<file path="src/rtl/calc1_pkg.sv">
// calc1_pkg: definitions shared across the calc1 datapath.
//   - response codes driven on the requester interface
//   - output FSM state type used by resp_drvreg
//   - odd_par(): odd parity over a {resp, data} pair (used when RESP_PARITY_EN is defined)
package calc1_pkg;

  localparam logic [1:0] RESP_NONE = 2'b00;
  localparam logic [1:0] RESP_OK   = 2'b01;
  localparam logic [1:0] RESP_ERR  = 2'b10;
  localparam logic [1:0] RESP_RSVD = 2'b11;

  typedef enum logic [1:0] {
    ST_IDLE  = 2'd0,
    ST_DRIVE = 2'd1,
    ST_WAIT  = 2'd2
  } drv_state_e;

  // The returned bit makes the total number of ones across {resp, data, par} odd.
  // For all-zero input it therefore returns 1.
  function automatic logic odd_par(input logic [1:0] resp, input logic [31:0] data);
    return ~(^{resp, data});
  endfunction

endpackage

</file>
<file path="src/rtl/resp_fifo.sv">
// resp_fifo: storage for pending {resp, data} responses.
// State changes on the falling edge of i_clk. i_rst is a synchronous,
// active-high flush.
//
// Ports:
//   i_clk, i_rst         clock (falling-edge) / synchronous flush
//   i_push, i_resp, i_data
//                        write one entry; the write is ignored when the FIFO is full
//   i_pop                advance the head; ignored when the FIFO is empty
//   o_resp, o_data       head entry (combinational read at the read pointer)
//   o_full, o_empty      status, taken from the registered count
//   o_cnt                occupancy, 0..DEPTH
module resp_fifo #(
  parameter int DEPTH = 4
) (
  input  logic        i_clk,
  input  logic        i_rst,
  input  logic        i_push,
  input  logic [1:0]  i_resp,
  input  logic [31:0] i_data,
  input  logic        i_pop,
  output logic [1:0]  o_resp,
  output logic [31:0] o_data,
  output logic        o_full,
  output logic        o_empty,
  output logic [4:0]  o_cnt
);

  localparam int AW = $clog2(DEPTH);

  logic [33:0]   r_mem [DEPTH];
  logic [AW-1:0] r_wr_ptr;
  logic [AW-1:0] r_rd_ptr;
  logic [4:0]    r_cnt;
  logic          w_push;
  logic          w_pop;

  assign o_full  = (r_cnt == 5'(DEPTH));
  assign o_empty = (r_cnt == 5'd0);
  assign o_cnt   = r_cnt;

  // Full and empty are based on the count at the start of the cycle. A pop in
  // the same cycle does not make room for a push in that cycle.
  assign w_push = i_push & ~o_full;
  assign w_pop  = i_pop & ~o_empty;

  assign {o_resp, o_data} = r_mem[r_rd_ptr];

  // DEPTH is a power of two, so the pointers wrap without extra logic.
  always_ff @(negedge i_clk) begin
    if (i_rst) begin
      r_wr_ptr <= '0;
      r_rd_ptr <= '0;
      r_cnt    <= 5'd0;
    end else begin
      if (w_push) r_wr_ptr <= r_wr_ptr + 1'b1;
      if (w_pop)  r_rd_ptr <= r_rd_ptr + 1'b1;
      case ({w_push, w_pop})
        2'b10:   r_cnt <= r_cnt + 5'd1;
        2'b01:   r_cnt <= r_cnt - 5'd1;
        default: r_cnt <= r_cnt;
      endcase
    end
  end

  // The storage array has no reset. Resetting the pointers is enough to flush it.
  always_ff @(negedge i_clk) begin
    if (w_push && !i_rst) r_mem[r_wr_ptr] <= {i_resp, i_data};
  end

endmodule

</file>
<file path="src/rtl/resp_drvreg.sv">
// resp_drvreg: per-port response driver. Queues completed results and
// presents each one as a single-cycle out_resp/out_data pulse, in arrival
// order. Consecutive pulses are separated by GAP idle cycles.
// Every register changes on the falling edge of c_clk.
//
// Ports:
//   c_clk              clock; falling edge is the capture edge
//   reset[7:1]         synchronous, active-high; only reset[1] has any effect
//   res_vld, res_resp, res_data
//                      result offered this cycle (res_resp 00 is discarded)
//   res_ready          FIFO not full (from the registered count)
//   out_resp, out_data registered response pulse; 00/0 when idle
//   fifo_cnt           FIFO occupancy
//   ovf_err            sticky flag: a result was dropped because the FIFO was full
//   out_par            (RESP_PARITY_EN only) odd parity over {out_resp, out_data}
//
// Optional feature macro: RESP_PARITY_EN
module resp_drvreg
  import calc1_pkg::*;
#(
  parameter int DEPTH = 4,
  parameter int GAP   = 1
) (
  input  logic        c_clk,
  input  logic [7:1]  reset,
  input  logic        res_vld,
  input  logic [1:0]  res_resp,
  input  logic [31:0] res_data,
  output logic        res_ready,
  output logic [1:0]  out_resp,
  output logic [31:0] out_data,
  output logic [4:0]  fifo_cnt,
`ifdef RESP_PARITY_EN
  output logic        out_par,
`endif
  output logic        ovf_err
);

  localparam logic [1:0] GAP_LD = (GAP > 0) ? 2'(GAP - 1) : 2'd0;

  drv_state_e  r_state, w_nxt_state;
  logic [1:0]  r_gap, w_nxt_gap;
  logic [1:0]  r_resp, w_nxt_resp;
  logic [31:0] r_data, w_nxt_data;
  logic        r_ovf;
  logic        w_rst;
  logic        w_offer;
  logic        w_push;
  logic        w_pop;
  logic        w_full;
  logic        w_empty;
  logic [1:0]  w_head_resp;
  logic [31:0] w_head_data;
  logic        w_unused_rst;

  assign w_rst        = reset[1];
  assign w_unused_rst = ^reset[7:2];

  assign w_offer = res_vld & (res_resp != RESP_NONE);
  assign w_push  = w_offer & ~w_full & ~w_rst;

  resp_fifo #(.DEPTH(DEPTH)) u_fifo (
    .i_clk   (c_clk),
    .i_rst   (w_rst),
    .i_push  (w_push),
    .i_resp  (res_resp),
    .i_data  (res_data),
    .i_pop   (w_pop),
    .o_resp  (w_head_resp),
    .o_data  (w_head_data),
    .o_full  (w_full),
    .o_empty (w_empty),
    .o_cnt   (fifo_cnt)
  );

  assign res_ready = ~w_full;
  assign out_resp  = r_resp;
  assign out_data  = r_data;
  assign ovf_err   = r_ovf;

  // WAIT counts GAP-1 down to 0. The last WAIT cycle also does the pop, so
  // exactly GAP idle cycles separate two pulses. If WAIT handed off to IDLE
  // first, IDLE would add one more idle cycle.
  always_comb begin
    w_nxt_state = r_state;
    w_nxt_gap   = r_gap;
    w_pop       = 1'b0;
    case (r_state)
      ST_IDLE: begin
        if (!w_empty) begin
          w_pop       = 1'b1;
          w_nxt_state = ST_DRIVE;
        end
      end
      ST_DRIVE: begin
        if (GAP == 0) begin
          if (!w_empty) w_pop = 1'b1;
          else          w_nxt_state = ST_IDLE;
        end else begin
          w_nxt_gap   = GAP_LD;
          w_nxt_state = ST_WAIT;
        end
      end
      ST_WAIT: begin
        if (r_gap == 2'd0) begin
          if (!w_empty) begin
            w_pop       = 1'b1;
            w_nxt_state = ST_DRIVE;
          end else begin
            w_nxt_state = ST_IDLE;
          end
        end else begin
          w_nxt_gap = r_gap - 2'd1;
        end
      end
      default: w_nxt_state = ST_IDLE;
    endcase
    // The output registers hold a value only in the cycle after a pop.
    w_nxt_resp = w_pop ? w_head_resp : RESP_NONE;
    w_nxt_data = w_pop ? w_head_data : 32'd0;
  end

  always_ff @(negedge c_clk) begin
    if (w_rst) begin
      r_state <= ST_IDLE;
      r_gap   <= 2'd0;
      r_resp  <= RESP_NONE;
      r_data  <= 32'd0;
      r_ovf   <= 1'b0;
    end else begin
      r_state <= w_nxt_state;
      r_gap   <= w_nxt_gap;
      r_resp  <= w_nxt_resp;
      r_data  <= w_nxt_data;
      if (w_offer && w_full) r_ovf <= 1'b1;
    end
  end

`ifdef RESP_PARITY_EN
  logic r_par;
  // Parity is generated from the popped entry. It is 1 when the outputs are
  // idle, because the parity of all zeros is 1.
  always_ff @(negedge c_clk) begin
    if (w_rst) r_par <= 1'b1;
    else       r_par <= odd_par(w_nxt_resp, w_nxt_data);
  end
  assign out_par = r_par;
`endif

endmodule
</file>
<file path="config.mk">
export PLATFORM = sky130hd
export DESIGN_NAME = resp_drvreg
export DESIGN_NICKNAME = d
export VERILOG_FILES = /design/src/rtl/calc1_pkg.sv /design/src/rtl/resp_fifo.sv /design/src/rtl/resp_drvreg.sv
export SDC_FILE = /design/constraint.sdc
export NUM_CORES = 1
export LEC_CHECK = 0
export CAP_MARGIN = 20
export CORE_ASPECT_RATIO = 1.75
export CORE_MARGIN = 1
export CORE_UTILIZATION = 30
export DETAILED_ROUTE_END_ITERATION = 6
export MAX_ROUTING_LAYER = met4
export SLEW_MARGIN = 40
export SYNTH_ARGS = -nofsm -noshare
export SYNTH_HDL_FRONTEND = slang
export SYNTH_SLANG_ARGS = --single-unit
</file>
<file path="constraint.sdc">
create_clock -name c_clk -period 3.3 [get_ports c_clk]
set_input_delay 0.99 -clock c_clk [delete_from_list [all_inputs] [get_ports c_clk]]
set_output_delay 0.99 -clock c_clk [all_outputs]
set_load 0.02 [all_outputs]
</file>
# Yosys cells after proc, flatten, opt, wreduce, memory -nomap -nowiden
# Memory sizes are Yosys's and may differ from the RTL's. A register that Yosys moved wholly into a read port is not among the register bits.
# Index checks and enable logic that the tools add are counted.
# W data, S select, Z words.
dict set report word_totals {
  n_memories 1
  ram_bits 136
  register_bits 14
  word_cells 53
  input_bits 43
  out_inout_bits 41
}
dict set report op_classes {
  n_mux 12
  n_reduce_logical 12
  bitwise_logic 9
  n_addsub 5
  n_eq_ne 8
}
# name words width read_ports rd_clocked_by_memory_dff write_ports line
set mem_list {}
lappend mem_list {u_fifo.r_mem 4 34 1 1 1 resp_fifo.sv:31} ;# logic [33:0] r_mem [DEPTH];
# cell count
set ops {}
lappend ops {{$pmux W5 S2} 1}
lappend ops {{$mux W2} 3}
lappend ops {{$ne A2 B2 Y1 const B} 3}
lappend ops {{$pmux W2 S3} 1}
lappend ops {{$reduce_bool A2 Y1} 3}
lappend ops {{$add A5 B1 Y5 const B} 1}
lappend ops {{$and A1 B1 Y1} 5}
lappend ops {{$eq A5 B3 Y1 const B} 1}
lappend ops {{$logic_not A5 Y1} 1}
lappend ops {{$mux W1} 5}
lappend ops {{$sub A5 B1 Y5 const B} 1}
lappend ops {{$add A2 B1 Y2 const B} 2}
lappend ops {{$eq A2 B1 Y1 const B} 2}
lappend ops {{$eq A2 B2 Y1 const B} 2}
lappend ops {{$logic_not A2 Y1} 2}
lappend ops {{$not A1 Y1} 4}
lappend ops {{$pmux W2 S2} 1}
lappend ops {{$reduce_and A2 Y1} 2}
lappend ops {{$logic_and A1 B1 Y1} 2}
lappend ops {{$pmux W1 S2} 1}
lappend ops {{$reduce_or A2 Y1} 1}
lappend ops {{$sub A2 B1 Y2 const B} 1}
lappend ops {{$logic_not A1 Y1} 1}

# Logic depth before layout (Yosys ltp)
dict set report logic_depth {
  depth_word 8
  depth_mapped 13
  mapped_depth_nobuf 11
}

# Cells and area by module
# From an unflattened synthesis, not the netlist that was laid out.
dict set report hier_totals {
  hier_cells 363
  hier_area_um2 7136.8
}
# mod seq_area_each_um2 cells_each instances area_each_um2
set modules_own_cells {}
lappend modules_own_cells {resp_fifo 4304.1 252 1 5542.8}
lappend modules_own_cells {resp_drvreg 780.7 111 1 1594.0}

==> qor.txt <==
Hold path startpoint -> r_state[1]
Register bit count reported by yosys -> 184
Hold buffer count at cts -> 0
Fill cells -> 1881
Synthesized net count -> 400
Largest net degree at the start of global routing -> 37
Cell taking the most area after synthesis -> edfxtp_1
Die W -> 115 um
CTS root buffer -> clkbuf_16
VDD IR max -> 763 uV
Least-Margin Pin Slew -> 0.718 ns
Clk slew on worst S/H paths -> 0.05 ns
Sequential share of the synthesized area -> 0.747
Reg2reg start -> u_fifo.o_cnt[2]
Vias per inst -> 4.32
Post-layout worst setup margin -> -0.761 ns
CTS buffer count -> 17
Critical path peak fanout -> 3
Place WS -> -1.67 ns
Area after DPL -> 0.00821 mm^2
# port buffers -> 77
Via Count -> 4318
Max Slew Vio Count -> 0
Area fraction of the dominant cell type after synthesis -> 0.605
Nets -> 742
Die Height -> 200 um
Total of max-cap violations -> 0
Pwr Density -> 778 mW/mm^2
Initial antenna violation count -> 0
First-pass GRT wire length -> 24200 um
RSZ-0062 raised after global routing -> true
FFs w/ async S/R, synth -> 0
Synth unique cells -> 40
HP Class -> reg2reg
Ys Warns -> 0
Dpl hpwl -> 8310 um
Io pins -> 84
Largest family of logic cells by synthesized area -> multiplexers
Setup crit start kind -> primary input
Nature of the critical path endpoint -> register
CP required -> 2.05 ns
Mapped Cells -> 349
Setup Skew -> 0.0242 ns
Clk_lat worst skew -> 0.48 ns
Synth Area in Compound Gates -> 0.0237
Starting Density -> 0.306
CTS H-tree depth -> 4
Leak pwr -> 4.40 nW
Vias in the first global route -> 5014
Status -> complete, but fails checks
Maximum buffer depth of the clock tree -> 2
Post-route design area -> 0.0105 mm^2
Post-synth EDFFs -> 136
ANT cells -> 0
Area share of xor/xnor cells in the synthesized design -> 0.00778
Final Hold Vio Count -> 0
ANT nets after route -> 0
Post-Synth Adder-Cell Area -> 0.0148
CORE AREA -> 0.0221 mm^2
Post-synthesis mux area share -> 0.121
CTS tree -> done
GR Overflow Total -> 0
Routed WL -> 15500 um
Ys flop type -> edfxtp_1
DRT iter0 DRCs -> 132
# rows -> 72
Final setup viols -> 182
Layout cells sized above 1 -> 0.366
Placer Congestion -> 0.693
Post-Syn Area -> 0.00675 mm^2
Area share of and/or/nand/nor cells after synthesis -> 0.0606
Die area -> 0.0231 mm^2
Wirelength per Cell -> 15.5 um
Synth cell count leaders -> edfxtp_1, dfxtp_1, mux4_2
Worst setup startpoint -> res_resp[0]
Failing checks -> setup timing
Top-count cell post-synth -> edfxtp_1
CTS sink count -> 184
Design Power -> 8.13 mW
All-Layer GR Usage -> 0.148
Relative slew slack -> 0.521
WS Path Type -> in2reg
# DRC -> 0
Synthesized area per cell -> 19.3 um^2
Synth-to-layout area growth -> 54.9%
Main area contributors after synthesis -> edfxtp_1, dfxtp_1, mux4_2, nor2b_1, ha_1
1st-pass router iterations -> 4
Crit path DAT -> 2.81 ns
-- repair_timing --
item | CTS | global route
cloned | 15 | 1
gates resized for setup | 355 | 9
setup endpoints to repair | 220 | 182
pin swaps | 16 | 3
setup buffers | 22 | 8
-- critical path, cell delays in order --
cell and delay (ns):
buf_8 0.10, o21ai_4 0.16, a31oi_4 0.04, and2b_1 0.18
inv_2 0.08, ha_4 0.13, xor2_1 0.16, ha_2 0.24
a21oi_2 0.05, xor2_1 0.15, or3_1 0.38, a21oi_1 0.13
-- cell usage in the layout (no fill, tap or decap), types with 4 or more instances in the layout --
master,count
inv_1,193
edfxtp_1,136
buf_6,56
dfxtp_2,39
mux4_2,34
clkdlybuf4s50_1,32
nor2b_1,31
buf_4,27
clkbuf_16,18
buf_12,16
nor2_1,15
buf_16,15
buf_8,8
dfxtp_1,6
ha_1,5
and2b_1,4
and2_4,4
-- logic make-up (layout without fill, tap and decap cells) --
family          count (synthesis)  count (layout)
buf+inv                        26             380
compound gates                 19              19
flops                         184             184
xor+xnor                        6               6
fa+ha+maj                       8               8
simple gates                   67              67
mux                            39              39
-- report_power, final --
part	internal [mW]	total, mW	switching (mW)	leakage [nW]
clock	1.41	2.87	1.45	1.26
sequential	2.78	3.02	0.235	1.64
combinational	1.26	2.25	0.988	1.50
total	5.46	8.13	2.68	4.40
-- metal layers --
layer / track usage / share of wire / vias up
met5: - / 0 / -
met4: 0.108 / 0.028 / 0
met3: 0.0592 / 0.039 / 36
met2: 0.255 / 0.59 / 123
met1: 0.125 / 0.35 / 2141
li1: - / - / 2018
-- registers in the layout (all words and copies together) (netlist names), 2 cells and up --
register         flops
u_fifo.r_rd_ptr      2
out_data            32
u_fifo.r_wr_ptr      2
out_resp             2
u_fifo.o_cnt         5
r_state              2
r_gap                2
u_fifo.r_mem       136
-- final cells by class --
type | instances | area [um^2] | area share
Sequential cell | 184 | 5100 | 0.488
Timing Repair Buffer | 156 | 2040 | 0.195
Multi-Input combinational cell | 139 | 1650 | 0.158
Clock inverter | 198 | 836 | 0.0799
Clock buffer | 17 | 425 | 0.0407
Tap cell | 296 | 370 | 0.0354
Inverter | 9 | 33.8 | 0.00323
-- through the flow --
step	util	instances	TNS (ns)	hold slack [ns]
2_1_floorplan	-	349	-92.59	0.477
3_3_place_gp	0.372	742	-202.05	0.490
3_5_place_dp	0.372	742	-210.31	0.540
4_1_cts	0.470	993	-50.84	0.548
5_1_grt	0.474	999	-44.60	0.586
6_report	0.474	999	-41.27	0.577
-- final timing paths --
| path | endpoint | slack (ns) | depth (start not counted) |
|---|---|---|---|
| hold reg to reg | r_state[1] | 0.58 | 2 |
| hold / removal | r_state[1] | 0.58 | 2 |
| setup / recovery | u_fifo.o_cnt[2] | -0.76 | 12 |
| setup reg to reg | u_fifo.o_cnt[2] | 0.72 | 10 |
Power figures use the tool's default switching activity.
